File: config.mk
export PLATFORM = sky130hd
export DESIGN_NAME = mm2s_cntrl_parser
export DESIGN_NICKNAME = d
export VERILOG_FILES = /design/src/rtl/mm2s_cntrl_parser.sv
export SDC_FILE = /design/constraint.sdc
export NUM_CORES = 1
export LEC_CHECK = 0
export BUFFER_PORTS_ARGS = -buffer_cell sky130_fd_sc_hd__buf_4
export CORE_MARGIN = 5
export CORE_UTILIZATION = 30
export CTS_CLUSTER_DIAMETER = 40
export DETAILED_ROUTE_END_ITERATION = 6
export PLACE_DENSITY = 0.58
export SLEW_MARGIN = 40
export SYNTH_ARGS = -nofsm -noshare
export SYNTH_HDL_FRONTEND = slang
export SYNTH_SLANG_ARGS = --single-unit
File: constraint.sdc
create_clock -name m_axi_mm2s_aclk -period 1.6 [get_ports m_axi_mm2s_aclk]
set_input_delay 0.16 -clock m_axi_mm2s_aclk [delete_from_list [all_inputs] [get_ports m_axi_mm2s_aclk]]
set_output_delay 0.16 -clock m_axi_mm2s_aclk [all_outputs]
set_load 0.01 [all_outputs]
File: src/rtl/mm2s_cntrl_parser.sv
// Receiver for the AXI DMA MM2S control stream: checks the flag word, captures the
// application words and offers them to the AES datapath through a valid/ready handshake.
module mm2s_cntrl_parser #(
  parameter int         C_M_AXIS_MM2S_CNTRL_TDATA_WIDTH = 32,
  parameter int         C_APP_WORDS                     = 5,
  parameter logic [3:0] C_FLAG_NIBBLE                   = 4'hA,
  parameter int         C_CNT_WIDTH                     = 8
) (
  input  logic                                                   m_axi_mm2s_aclk,
  input  logic                                                   mm2s_cntrl_reset_out_n,
  input  logic [C_M_AXIS_MM2S_CNTRL_TDATA_WIDTH-1:0]             m_axis_mm2s_cntrl_tdata,
  input  logic [C_M_AXIS_MM2S_CNTRL_TDATA_WIDTH/8-1:0]           m_axis_mm2s_cntrl_tkeep,
  input  logic                                                   m_axis_mm2s_cntrl_tvalid,
  input  logic                                                   m_axis_mm2s_cntrl_tlast,
  output logic                                                   m_axis_mm2s_cntrl_tready,
  output logic [27:0]                                            cntrl_flag,
  output logic [C_APP_WORDS*C_M_AXIS_MM2S_CNTRL_TDATA_WIDTH-1:0] cntrl_app,
  output logic [1:0]                                             cntrl_err,
  output logic                                                   cntrl_valid,
  input  logic                                                   cntrl_ready,
  output logic [C_CNT_WIDTH-1:0]                                 cntrl_drop_cnt
);

  localparam int W     = C_M_AXIS_MM2S_CNTRL_TDATA_WIDTH;
  localparam int IDX_W = (C_APP_WORDS > 1) ? $clog2(C_APP_WORDS) : 1;
  localparam logic [IDX_W-1:0] IDX_LAST = IDX_W'(C_APP_WORDS - 1);

  typedef enum logic [1:0] {S_FLAG, S_APP, S_DRAIN, S_HOLD} state_t;

  state_t                   state_q, state_d;
  logic                     tready_q, tready_d;
  logic                     valid_q, valid_d;
  logic [IDX_W-1:0]         idx_q;
  logic                     dropped_q;
  logic [27:0]              flag_q;
  logic [C_APP_WORDS*W-1:0] app_q;
  logic [1:0]               err_q;
  logic [C_CNT_WIDTH-1:0]   drop_cnt_q;

  logic beat, flag_good, idx_at_last;

  // tready is registered, so a beat can only occur in a state that advertised it.
  assign beat        = m_axis_mm2s_cntrl_tvalid & tready_q;
  assign flag_good   = (m_axis_mm2s_cntrl_tdata[31:28] == C_FLAG_NIBBLE) && (&m_axis_mm2s_cntrl_tkeep);
  assign idx_at_last = (idx_q == IDX_LAST);

  // NOTE: sequential state uses non-blocking assignments so every register samples
  // pre-edge values regardless of process ordering.
  always_ff @(posedge m_axi_mm2s_aclk or negedge mm2s_cntrl_reset_out_n) begin
    if (!mm2s_cntrl_reset_out_n) state_q <= S_FLAG;
    else                         state_q <= state_d;
  end

  // NOTE: every combinationally assigned signal gets a default first so no latch is inferred.
  always_comb begin
    state_d = state_q;
    case (state_q)
      S_FLAG: if (beat) begin
        if (flag_good)                     state_d = m_axis_mm2s_cntrl_tlast ? S_HOLD : S_APP;
        else if (!m_axis_mm2s_cntrl_tlast) state_d = S_DRAIN;
      end
      S_APP: if (beat) begin
        if (m_axis_mm2s_cntrl_tlast) state_d = S_HOLD;
        else if (idx_at_last)        state_d = S_DRAIN;
      end
      S_DRAIN: if (beat && m_axis_mm2s_cntrl_tlast) state_d = dropped_q ? S_FLAG : S_HOLD;
      S_HOLD:  if (cntrl_ready) state_d = S_FLAG;
      default: state_d = S_FLAG;
    endcase
  end

  // Handshake outputs are decoded from the next state and registered below.
  always_comb begin
    tready_d = (state_d != S_HOLD);
    valid_d  = (state_d == S_HOLD);
  end

  always_ff @(posedge m_axi_mm2s_aclk or negedge mm2s_cntrl_reset_out_n) begin
    if (!mm2s_cntrl_reset_out_n) begin
      tready_q <= 1'b0;
      valid_q  <= 1'b0;
    end else begin
      tready_q <= tready_d;
      valid_q  <= valid_d;
    end
  end

  // NOTE: the app bank is a register file that drives outputs directly, so it is reset
  // rather than left as an unreset memory.
  always_ff @(posedge m_axi_mm2s_aclk or negedge mm2s_cntrl_reset_out_n) begin
    if (!mm2s_cntrl_reset_out_n) begin
      idx_q      <= '0;
      dropped_q  <= 1'b0;
      flag_q     <= '0;
      app_q      <= '0;
      err_q      <= '0;
      drop_cnt_q <= '0;
    end else if (beat) begin
      case (state_q)
        S_FLAG: begin
          if (flag_good) begin
            flag_q    <= m_axis_mm2s_cntrl_tdata[27:0];
            app_q     <= '0;
            err_q     <= {1'b0, m_axis_mm2s_cntrl_tlast};
            idx_q     <= '0;
            dropped_q <= 1'b0;
          end else begin
            dropped_q <= 1'b1;
            if (drop_cnt_q != '1) drop_cnt_q <= drop_cnt_q + C_CNT_WIDTH'(1);
          end
        end
        S_APP: begin
          for (int k = 0; k < C_APP_WORDS; k++)
            if (idx_q == IDX_W'(k)) app_q[k*W +: W] <= m_axis_mm2s_cntrl_tdata;
          if (m_axis_mm2s_cntrl_tlast) begin
            if (!idx_at_last) err_q[0] <= 1'b1;
          end else if (idx_at_last) begin
            err_q[1] <= 1'b1;
          end else begin
            idx_q <= idx_q + IDX_W'(1);
          end
        end
        default: ;
      endcase
    end
  end

  assign m_axis_mm2s_cntrl_tready = tready_q;
  assign cntrl_valid              = valid_q;
  assign cntrl_flag               = flag_q;
  assign cntrl_app                = app_q;
  assign cntrl_err                = err_q;
  assign cntrl_drop_cnt           = drop_cnt_q;

endmodule

==> results.md <==
- Finish-stage setup viols: 11
- Pwr/cell area: 1148 nW/um2
- Root Driver: clkbuf_16
- Number of global-route vias before repair: 7,023
- Synth Register Bits: 206
- Min-delay worst type: input pin to register
- Clock group share of total power: 50.3%
- Status: finished with violations
- I/O Buffers: 240
- Htree depth: 2
- Num CTS Buffers: 36
- Die X: 173.8 um
- EDFF count, synth: 0
- CP endpoint kind: register
- CTS tree: built
- Critical Path Start: m_axis_mm2s_cntrl_tdata[29]
- Vias after detailed routing: 6,615
- Area after DPL: 10,700 um2
- Critical Path Start Type: input pin
- CTS clock-pin slew for the worst setup and hold paths: 50 ps
- Total Power: 14.48 mW
- Routed length per instance: 21.48 um
- Fin cells: 1,322
- Worst-path fanout max: 5
- N_diodes: 0
- Final period util: 104.0%
- Synth area leader: dfrtp_1
- Final slew viol count: 0
- # DRC: 0
- Starting density of the core: 30.20%
- Post-synthesis average cell area: 12.73 um2
- Final net count: 1,002
- IO Pins: 241
- Commonest non-fill, non-tap cell in the layout: buf_4
- First-pass GRT wire length: 42,890 um
- Fin area: 12,610 um2
- Max clock buf depth: 3
- Yosys Warn Count: 0
- Dpl cells: 1,210
- Rel. slew slack: 74.83%
- Avg Vias per Cell: 5.004
- Antenna Nets Post-Route: 0
- Hold Slack: 42.67 ps
- Placer Congestion: 0.8325
- Share of the synthesized area in the top cell type: 64.05%
- Hold Startpoint: m_axis_mm2s_cntrl_tdata[28]
- Most frequent cells in the layout: 261 x buf_4, 206 x dfrtp_1, 95 x o2bb2ai_1
- Worst setup margin: -63.99 ps
- First-pass iteration count of the detailed router: 6
- Core area: 26,650 um2
- Antenna violations before repair: 0
- Seq pwr share: 38.5%
- Distinct cell type count after synthesis: 43
- Sw Ratio: 25.41%
- RSZ-0062 raised after global routing: yes
- Final Skew: 16.59 ps
- Cell Area, Synth: 8048 um2
- Leak pwr: 6.009 nW
- Drt first-iter violations: 311
- Drt total wl: 28,390 um
- Largest net degree at the start of global routing: 53
- Worst Path Arrival: 2040 ps
- RR Startpoint: state_q[0]
- Row count: 60
- Fmax achieved: 601.0 MHz
- Synth Flop Type: dfrtp_1
- Share of post-route cells with drive strength above 1: 43.73%
- Post-Syn Nets: 679
- Grt ovf: 0
- Worst skew pair latency: 500 ps
- Peak VDD IR: 0.7226 mV
- CP Class: input pin to register
- Internal: 10.80 mW
- Combinational share of power: 11.2%
- Worst Tran Pin Value: 376.5 ps
- Dpl hpwl: 18,780 um
- Synthesized instance count: 632
- Max cap viols: 0
- Final min period: 1664 ps
- Hold Violations, Final: 0
- Sw power: 3.680 mW
- Area growth syn-to-layout: 56.69%
- Die H: 173.8 um
- DIE AREA: 30,200 um2
- Synth area leaders: dfrtp_1 64%, o2bb2ai_1 10%, mux2_2 4.3%
- Critical path required time: 1970 ps
- Ys async rst share: 100.0%
- Failing checks: negative setup slack
- Clock sinks: 206
- Total track usage: 17.95%
- Register area share after synthesis: 64.05%
==> metrics by stage <==
stage | util [%] | setup WS, ps | TNS (ps)
floorplan | - | 15.60 | 0
global placement | 40.13 | -12.43 | -12.43
detailed placement | 40.13 | -22.18 | -185.5
CTS | 46.21 | -11.42 | -38.87
global route | 47.31 | -68.78 | -2815
finish | 47.31 | -63.99 | -116.0
==> final timing paths <==
check                                      end  slack (ps)  depth (start not counted)
worst max-delay path                state_q[1]         -60                          7
worst min-delay path             cntrl_app[28]          40                          3
worst max register to register   cntrl_flag[4]         -10                          4
worst min register to register   cntrl_app[93]         490                          1
max in group asynchronous       cntrl_app[116]         890                          3
min in group asynchronous        cntrl_app[25]         110                          2
==> registers in the layout, summed over array words and instances, names as in the netlist <==
name                      cells
cntrl_valid                   1
cntrl_drop_cnt                8
idx_q                         3
cntrl_err                     2
state_q                       2
dropped_q                     1
cntrl_flag                   28
m_axis_mm2s_cntrl_tready      1
cntrl_app                   160
==> repair_timing <==
item / in CTS / in global routing
setup endpoints to repair: 38 / 200
hold buffers: 35 / 0
hold endpoints to repair: 328 / 0
buffers inserted: 3 / 6
cloned: 1 / 4
pin swaps: 2 / 27
gates resized for setup: 11 / 38
==> power by group through the flow <==
stage	Sequential (mW)	Clock [mW]	Combinational, mW
after global placement	5.66	0	1.42
after floorplan	5.76	0	0.449
after global routing	5.60	7.75	1.75
final	5.58	7.29	1.62
after CTS	5.58	7.47	1.52
after detailed placement	5.66	0	1.44
==> worst max-delay path: stages <==
cell and delay [ps]:
dlygate4sd3_1 560, buf_4 170, nand4bb_4 150, buf_4 180, o211ai_1 250, nand3_1 230, or2_2 340
==> cell usage after synthesis, types with 5 or more instances <==
| cell type | instances |
|---|---|
| nand3_1 | 37 |
| o21ai_1 | 31 |
| nand2_1 | 75 |
| o2bb2ai_1 | 96 |
| clkbuf_1 | 14 |
| xor2_1 | 6 |
| a22o_1 | 34 |
| nor3_1 | 6 |
| a21o_1 | 6 |
| o21ai_0 | 5 |
| dfrtp_1 | 206 |
| buf_2 | 32 |
| mux2_2 | 31 |
| inv_1 | 6 |
| ha_1 | 6 |
==> per-layer routing <==
| metal | global-route usage (%) | vias to the layer above | share of wire, % |
|---|---|---|---|
| met5 | 0 | - | 0 |
| met2 | 29.16 | 227 | 48 |
| li1 | - | 2988 | - |
| met1 | 23.61 | 3353 | 43 |
| met3 | 4.842 | 47 | 6.2 |
| met4 | 5.411 | 0 | 2.4 |
==> cells by family after synthesis <==
| logic type | share of synthesized area [%] |
|---|---|
| AOI/OAI and AO/OA | 17.94 |
| xor gates and xnor gates | 0.6530 |
| adders and majority gates | 0.9328 |
| buffers and inverters | 3.063 |
| DFF | 64.05 |
| muxes | 4.462 |
| and+or+nand+nor | 8.893 |
==> area by class of cell <==
cell class	count	area, um2
fill	2429	14040
sequential	206	5155
timing repair buffer	332	2984
multi-input combinational	373	2861
clock buffer	41	960.9
tap	341	426.7
clock inverter	23	198.9
inverter	6	22.52
(Power assumes the default switching activity.)
